## src/rtl/cacheline_adaptor.sv

```systemverilog
// Cache-line <-> memory-burst adaptor: splits write-backs into beats and assembles fills.
// Optional macro CACHELINE_ADAPTOR_ALIGN_EN zeroes address_o[4:0].
module cacheline_adaptor #(
   parameter int unsigned LINE_W  = 256,
   parameter int unsigned BURST_W = 64
) (
   input  logic               clk,
   input  logic               reset_n,
   input  logic [LINE_W-1:0]  line_i,
   output logic [LINE_W-1:0]  line_o,
   input  logic [31:0]        address_i,
   input  logic               read_i,
   input  logic               write_i,
   output logic               resp_o,
   input  logic [BURST_W-1:0] burst_i,
   output logic [BURST_W-1:0] burst_o,
   output logic [31:0]        address_o,
   output logic               read_o,
   output logic               write_o,
   input  logic               resp_i
);

   localparam int unsigned BURSTS = LINE_W / BURST_W;
   localparam int unsigned CNT_W  = (BURSTS > 1) ? $clog2(BURSTS) : 1;

   typedef enum logic [1:0] {IDLE, READ, WRITE, DONE} state_t;

   state_t             state;
   state_t             state_next;
   logic [CNT_W-1:0]   cnt;
   logic [31:0]        addr_q;
   logic [LINE_W-1:0]  line_q;
   logic               last_beat;

   assign last_beat = resp_i && (cnt == CNT_W'(BURSTS - 1));

   // Next-state logic; read_i has priority over write_i
   always_comb begin
      state_next = state;
      case (state)
         IDLE: begin
            if (read_i)
               state_next = READ;
            else if (write_i)
               state_next = WRITE;
         end
         READ:    if (last_beat) state_next = DONE;
         WRITE:   if (last_beat) state_next = DONE;
         DONE:    state_next = IDLE;
         default: state_next = IDLE;
      endcase
   end

   // State register; strobes are registered from the next state
   always_ff @(posedge clk or negedge reset_n) begin
      if (!reset_n) begin
         state   <= IDLE;
         read_o  <= 1'b0;
         write_o <= 1'b0;
         resp_o  <= 1'b0;
      end else begin
         state   <= state_next;
         read_o  <= (state_next == READ);
         write_o <= (state_next == WRITE);
         resp_o  <= (state_next == DONE);
      end
   end

   // Request latching, beat counter and fill-line assembly
   always_ff @(posedge clk or negedge reset_n) begin
      if (!reset_n) begin
         cnt    <= '0;
         addr_q <= '0;
         line_q <= '0;
         line_o <= '0;
      end else begin
         case (state)
            IDLE: begin
               if (read_i) begin
                  addr_q <= address_i;
                  cnt    <= '0;
               end else if (write_i) begin
                  addr_q <= address_i;
                  line_q <= line_i;
                  cnt    <= '0;
               end
            end
            READ: begin
               if (resp_i) begin
                  line_o[BURST_W*cnt +: BURST_W] <= burst_i;
                  cnt                            <= cnt + CNT_W'(1);
               end
            end
            WRITE: begin
               if (resp_i)
                  cnt <= cnt + CNT_W'(1);
            end
            default: ;
         endcase
      end
   end

   // Write-back beat selected directly by the counter
   always_comb begin
      burst_o = '0;
      if (state == WRITE)
         burst_o = line_q[BURST_W*cnt +: BURST_W];
   end

`ifdef CACHELINE_ADAPTOR_ALIGN_EN
   assign address_o = {addr_q[31:5], 5'b0};
`else
   assign address_o = addr_q;
`endif

endmodule
```

## config.mk

```make
export PLATFORM = sky130hd
export DESIGN_NAME = cacheline_adaptor
export DESIGN_NICKNAME = d
export VERILOG_FILES = /design/src/rtl/cacheline_adaptor.sv
export SDC_FILE = /design/constraint.sdc
export NUM_CORES = 1
export LEC_CHECK = 0
export ABC_AREA = 1
export BUFFER_PORTS_ARGS = -buffer_cell sky130_fd_sc_hd__buf_2
export CORE_AREA = 2 2 275 277
export CTS_CLUSTER_SIZE = 24
export DETAILED_ROUTE_END_ITERATION = 16
export DIE_AREA = 0 0 277 279
export REMOVE_ABC_BUFFERS = 1
export SLEW_MARGIN = 10
export SYNTH_ARGS = -nofsm -noshare
export SYNTH_HDL_FRONTEND = slang
export SYNTH_SLANG_ARGS = --single-unit
```

## constraint.sdc

```tcl
create_clock -name clk -period 2.4 [get_ports clk]
set_clock_uncertainty 0.15 [all_clocks]
set_input_delay 0.48 -clock clk [delete_from_list [all_inputs] [get_ports clk]]
set_output_delay 0.48 -clock clk [all_outputs]
set_load 0.05 [all_outputs]
```

==> flow_summary.yaml, run 1 <==
timing:
  slew_headroom: 0.453
  fin_crit_sh: 1.18
  rsz0062_at_grt: "yes"
  finalMaxSlewViolations: 0
  fmax_mhz: 353
  tightest_slew_ns: 0.821
  setup_viol: 64
  fin_crit_ns: 2.83
  hold_violations: 0
  fin_tns_setup_ns: -21.07
  fin_ws_ns: -0.433
synthesis:
  yosysSeqAreaShare: 0.576
  synth_cell_types: 21
  synth_most_common_cell: "nand2_1"
  netlist_area_um2: 24000
  postSynthCellCount: 2922
  yosysTopAreaCellShare: 0.576
  synth.area.top_cells: "dfrtp_1, nand2_1, a21oi_1"
  synth_edf_count: 0
  synth_warnings: 0
  synth_top_area_cell: "dfrtp_1"
  synth_common_cells: "nand2_1, dfrtp_1, inv_1"
  syn_area_per_cell_um2: 8.20
  ys_seq_elements: 551
  ys_async_sr_fraction: 1.00
  synth_flop_cell: "dfrtp_1"
min_path:
  hp-class: "in -> reg"
detailed_routing:
  ant_nets: 0
  drt-initial-drc-count: 2126
  routed_wl_mm: 104
  viasPerCell: 4.96
  via_count: 24900
  drc: 0
  wl_per_cell_um: 20.7
  dr.pass1.iters: 7
clock_network:
  htreeDepth: 2
  clock-sinks: 551
  cts_root_buffer: "clkbuf_16"
  numCtsBuffers: 61
  clockBufferDepth: 3
  clkLatencyLatePin_ns: 0.62
  clk_pin_slew_ns: 0.07
  cts_tree: "built"
pwr:
  power_density_nw_per_um2: 1190
  irDropWorstVdd_mv: 0.661
  power_leakage_nw: 20.3
grt:
  track_usage: 0.248
  grt_pass1_vias: 24600
  grt_antenna_before_repair: 4
  grt_max_degree: 86
  overflow: 0
  grt_pass1_wl_mm: 148
finish:
  syn_to_final_growth_pct: 58.2
  stdcell_count: 5023
  nets: 4369
  drive_above_1_share: 0.318
place:
  hpwlAfterDp_mm: 62.4
  gp_congestion: 0.867
  portBuffers: 711
  dp.cells: 4509
floorplanning:
  start_util: 0.323
  die_area_um2: 77300
  io_pins: 712
  coreArea_um2: 74100
  die_w_um: 277
  die_y_um: 279
  rows: 100
worst_setup_path:
  cp_max_fo: 6
  critical_path_class: "reg -> out"
  worst_setup_path_end_kind: "output pin"
  cp-start-kind: "flop"
  cp.arrival_ns: 2.20
  required_ns: 1.77
outcome:
  violations: "setup timing"
  status: "finished with violations"
job:
  drv_cap: 0
[worst max-delay path: stages, from the launching register on]
cell and delay (ns):
dfrtp_4 0.51, buf_8 0.16, buf_16 0.16, clkbuf_16 0.18
nand2_2 0.08, nand3_2 0.08, a21oi_2 0.20, buf_6 0.19
[cell families (layout without fill, tap and decap cells)]
logic type,count (synthesis),after routing,share of synthesized area
compound gates,482,482,0.101
fa+ha+maj,10,10,0.00522
buf+inv,535,1665,0.0948
flops,551,551,0.576
other cells,0,2,0
simple gates,1344,1344,0.224
[metrics by stage]
| stage | total power, W | utilization | area (um2) | setup slack [ns] | hold WS, ns |
|---|---|---|---|---|---|
| finish | 0.0452 | 0.512 | 37900 | -0.433 | 0.0451 |
| global placement | 0.0291 | 0.392 | 29000 | -0.0214 | 0.279 |
| floorplan | 0.0242 | - | 23000 | -4.83 | 0.0344 |
| detailed placement | 0.0293 | 0.392 | 29000 | -0.0258 | 0.280 |
| global route | 0.0474 | 0.512 | 37900 | -0.496 | 0.0341 |
| CTS | 0.0426 | 0.489 | 36300 | -0.441 | 0.00155 |
[layout by cell type (no fill, tap or decap), types with 56 or more instances in the layout]
| master | n |
|---|---|
| buf_2 | 646 |
| nor2_1 | 313 |
| nand3_2 | 105 |
| dlygate4sd3_1 | 346 |
| nand2_1 | 680 |
| a21oi_1 | 257 |
| clkbuf_16 | 72 |
| dfrtp_1 | 549 |
| nand2_4 | 56 |
| inv_1 | 348 |
| o21ai_0 | 122 |
| nand2_2 | 76 |
| nand3_1 | 96 |
| buf_6 | 70 |
[area by class of cell]
type / instances / area (um2)
inverter: 354 / 1360
timing repair buffer: 1198 / 9790
tap: 969 / 1210
antenna: 2 / 5.00
sequential: 551 / 13800
clock buffer: 83 / 1760
multi-input combinational: 1836 / 9570
clock inverter: 30 / 402
fill: 6575 / 36200
[sequential cells by signal (all words and copies together) (netlist names)]
name	flops
cnt	2
write_o	1
line_q	256
state	2
read_o	1
address_o	32
line_o	256
resp_o	1
[layer usage]
layer,up-vias,track usage,share of wire
met2,1326,0.420,0.48
met3,306,0.0471,0.078
li1,11300,-,-
met4,4,0.110,0.052
met1,12000,0.307,0.39
met5,-,0,0.00024
[final timing paths]
path                       slack, ns                 endpoint                    start  cells past startpoint
setup / recovery               -0.43              burst_o[56]       cnt[0]$_DFFE_PN0P_                      7
min in group asynchronous       0.23  line_q[193]$_DFFE_PN0P_                  reset_n                      2
max in group asynchronous       0.94   line_o[25]$_DFFE_PN0P_                  reset_n                      3
hold reg to reg                 0.32  line_o[158]$_DFFE_PN0P_  line_o[158]$_DFFE_PN0P_                      2
hold / removal                  0.05  line_q[118]$_DFFE_PN0P_              line_i[118]                      3
setup reg to reg                0.08   line_o[48]$_DFFE_PN0P_       cnt[0]$_DFFE_PN0P_                     10
[power breakdown]
group	total [W]	internal [W]	switching, W
logic	0.0218	0.00717	0.0146
clock network	0.0101	0.00600	0.00407
registers	0.0133	0.0123	0.00105
[repair_timing]
action / CTS / global route
gates resized for setup: 276 / 312
hold buffers: 346 / 0
pin swaps: 43 / 99
endpoints found under the setup margin: 64 / 144
cloned: 19 / 14
buffers inserted: 18 / 7
hold endpoints to repair: 472 / 0
(Power assumes the default switching activity.)
==> run 2: changes to the inputs <==
- CORE_AREA: 2 2 275 277 -> 2 2 279 281
- DIE_AREA: 0 0 277 279 -> 0 0 281 283
==> flow_summary.yaml, run 2 (synthesis gave the netlist of run 1 again) <==
min_path:
  hp-class: "in -> reg"
  hold-path-cell-count: 3
  hp-start: "line_i[189]"
clock_network:
  clk_pin_slew_ns: 0.07
  numCtsBuffers: 61
  cts_tree: "built"
  cts_root_buffer: "clkbuf_16"
  clock-sinks: 551
  htreeDepth: 2
  clockBufferDepth: 3
  clkLatencyLatePin_ns: 0.61
worst_setup_path:
  setup.worst_path.start: "cnt[0]$_DFFE_PN0P_"
  critical_path_class: "reg -> out"
  rr_worst_depth: 9
  cp_max_fo: 9
  cp.arrival_ns: 2.14
  reg2reg_from: "cnt[1]$_DFFE_PN0P_"
  worst_setup_path_end_kind: "output pin"
  required_ns: 1.77
  cp-start-kind: "flop"
timing:
  fin_crit_sh: 1.15
  setup_viol: 64
  slew_headroom: 0.640
  fin_tns_setup_ns: -20.22
  finalMaxSlewViolations: 0
  fin_crit_ns: 2.77
  fin_ws_ns: -0.371
  tightest_slew_ns: 0.539
  fmax_mhz: 361
  rsz0062_at_grt: "yes"
  hold_violations: 0
floorplanning:
  rows: 102
  die_w_um: 281
  die_y_um: 283
  coreArea_um2: 76700
  start_util: 0.312
  die_area_um2: 79500
  io_pins: 712
place:
  hpwlAfterDp_mm: 60.6
  dp_slack_ns: -0.114
  gp_congestion: 0.859
  portBuffers: 711
pwr:
  power_density_nw_per_um2: 1150
  irDropWorstVdd_mv: 0.697
  power_leakage_nw: 19.9
finish:
  drive_above_1_share: 0.285
  syn_to_final_growth_pct: 55.7
  final_common_cell: "nand2_1"
  nets: 4396
  fill_cells: 7047
  final_cell_mix: "nand2_1, buf_2, dfrtp_1, dlygate4sd3_1, inv_1"
job:
  drv_cap: 0
detailed_routing:
  routed_wl_mm: 98.1
  wl_met2_mm: 48.5
  dr_wl_met3_mm: 7.17
  wl_per_cell_um: 19.1
  ant_nets: 0
  highest_layer: "met5"
  drc: 0
  viasPerCell: 4.71
  via_count: 24100
  dr.pass1.iters: 5
  wl_met1_mm: 38.5
  drt-initial-drc-count: 1795
grt:
  grt_pass1_vias: 24700
  grt_pass1_wl_mm: 145
  grt_max_degree: 104
  grt_antenna_before_repair: 17
  overflow: 0
  track_usage: 0.234
outcome:
  status: "finished with violations"
  violations: "setup timing"
==> run 2: cell types whose count changed in the layout (fill, tap and decap cells not counted), sizes merged <==
cell	previous run	this run
buf	840	866
diode	2	13
clkinvlp	2	1
inv	358	357
clkbuf	94	100
dlygate4sd3	346	350
bufinv	8	5
clkinv	16	8
==> run 2: routing by layer <==
layer	track usage	vias up
met1	0.284	11600
met2	0.404	1018
met3	0.0491	220
met5	0	-
li1	-	11300
met4	0.0933	12
==> run 2: area by class of cell <==
class,count,area [um2],share of cell area
tap,1040,1300,0.0349
multi-input combinational,1836,8830,0.237
antenna,13,32.5,0.000872
inverter,354,1360,0.0364
timing repair buffer,1224,9950,0.267
sequential,551,13800,0.370
clock inverter,16,226,0.00607
timing repair inverter,1,8.76,0.000235
clock buffer,93,1810,0.0484
==> run 2: final timing paths <==
kind                                           end  slack [ns]
max                                    burst_o[54]       -0.37
min                        line_q[189]$_DFFE_PN0P_        0.06
max reg2reg                line_o[189]$_DFFE_PN0P_        0.10
min reg2reg                line_o[131]$_DFFE_PN0P_        0.32
max in group asynchronous  line_q[171]$_DFFE_PN0P_        0.97
min in group asynchronous   line_q[10]$_DFFE_PN0P_        0.27
==> run 2: worst max-delay path: stages, from the launching register on <==
cell and delay [ns]:
dfrtp_4 0.57, buf_12 0.20, buf_12 0.17, nand2_1 0.07, nand3_1 0.11, a21oi_1 0.16, buf_4 0.22
==> run 2: through the flow <==
stage	utilization	instance area (um2)	hold WS (ns)	cells	power [W]
final	0.486	37300	0.0571	5128	0.0428
after detailed placement	0.384	29400	0.310	4610	0.0296
after global routing	0.486	37300	0.0257	5125	0.0452
after global placement	0.384	29400	0.307	4610	0.0294
after CTS	0.477	36600	0.0133	5101	0.0420
after floorplan	-	23000	0.0344	2741	0.0242
==> run 2: report_power, final <==
part           switching [W]  internal, W  leakage (nW)  total, W
clock                0.00391      0.00569         0.998   0.00960
sequential           0.00108       0.0123          6.80    0.0134
combinational         0.0133      0.00664          12.1    0.0199
total                 0.0182       0.0246          19.9    0.0428
==> run 2: repair_timing <==
| item | CTS | global route |
|---|---|---|
| endpoints found under the setup margin | 64 | 149 |
| gates resized for setup | 270 | 108 |
| endpoints found under the hold margin | 399 | 0 |
| buffers inserted | 20 | 8 |
| hold buffers | 350 | 0 |
| gates cloned | 15 | 9 |
| pin swaps | 56 | 21 |
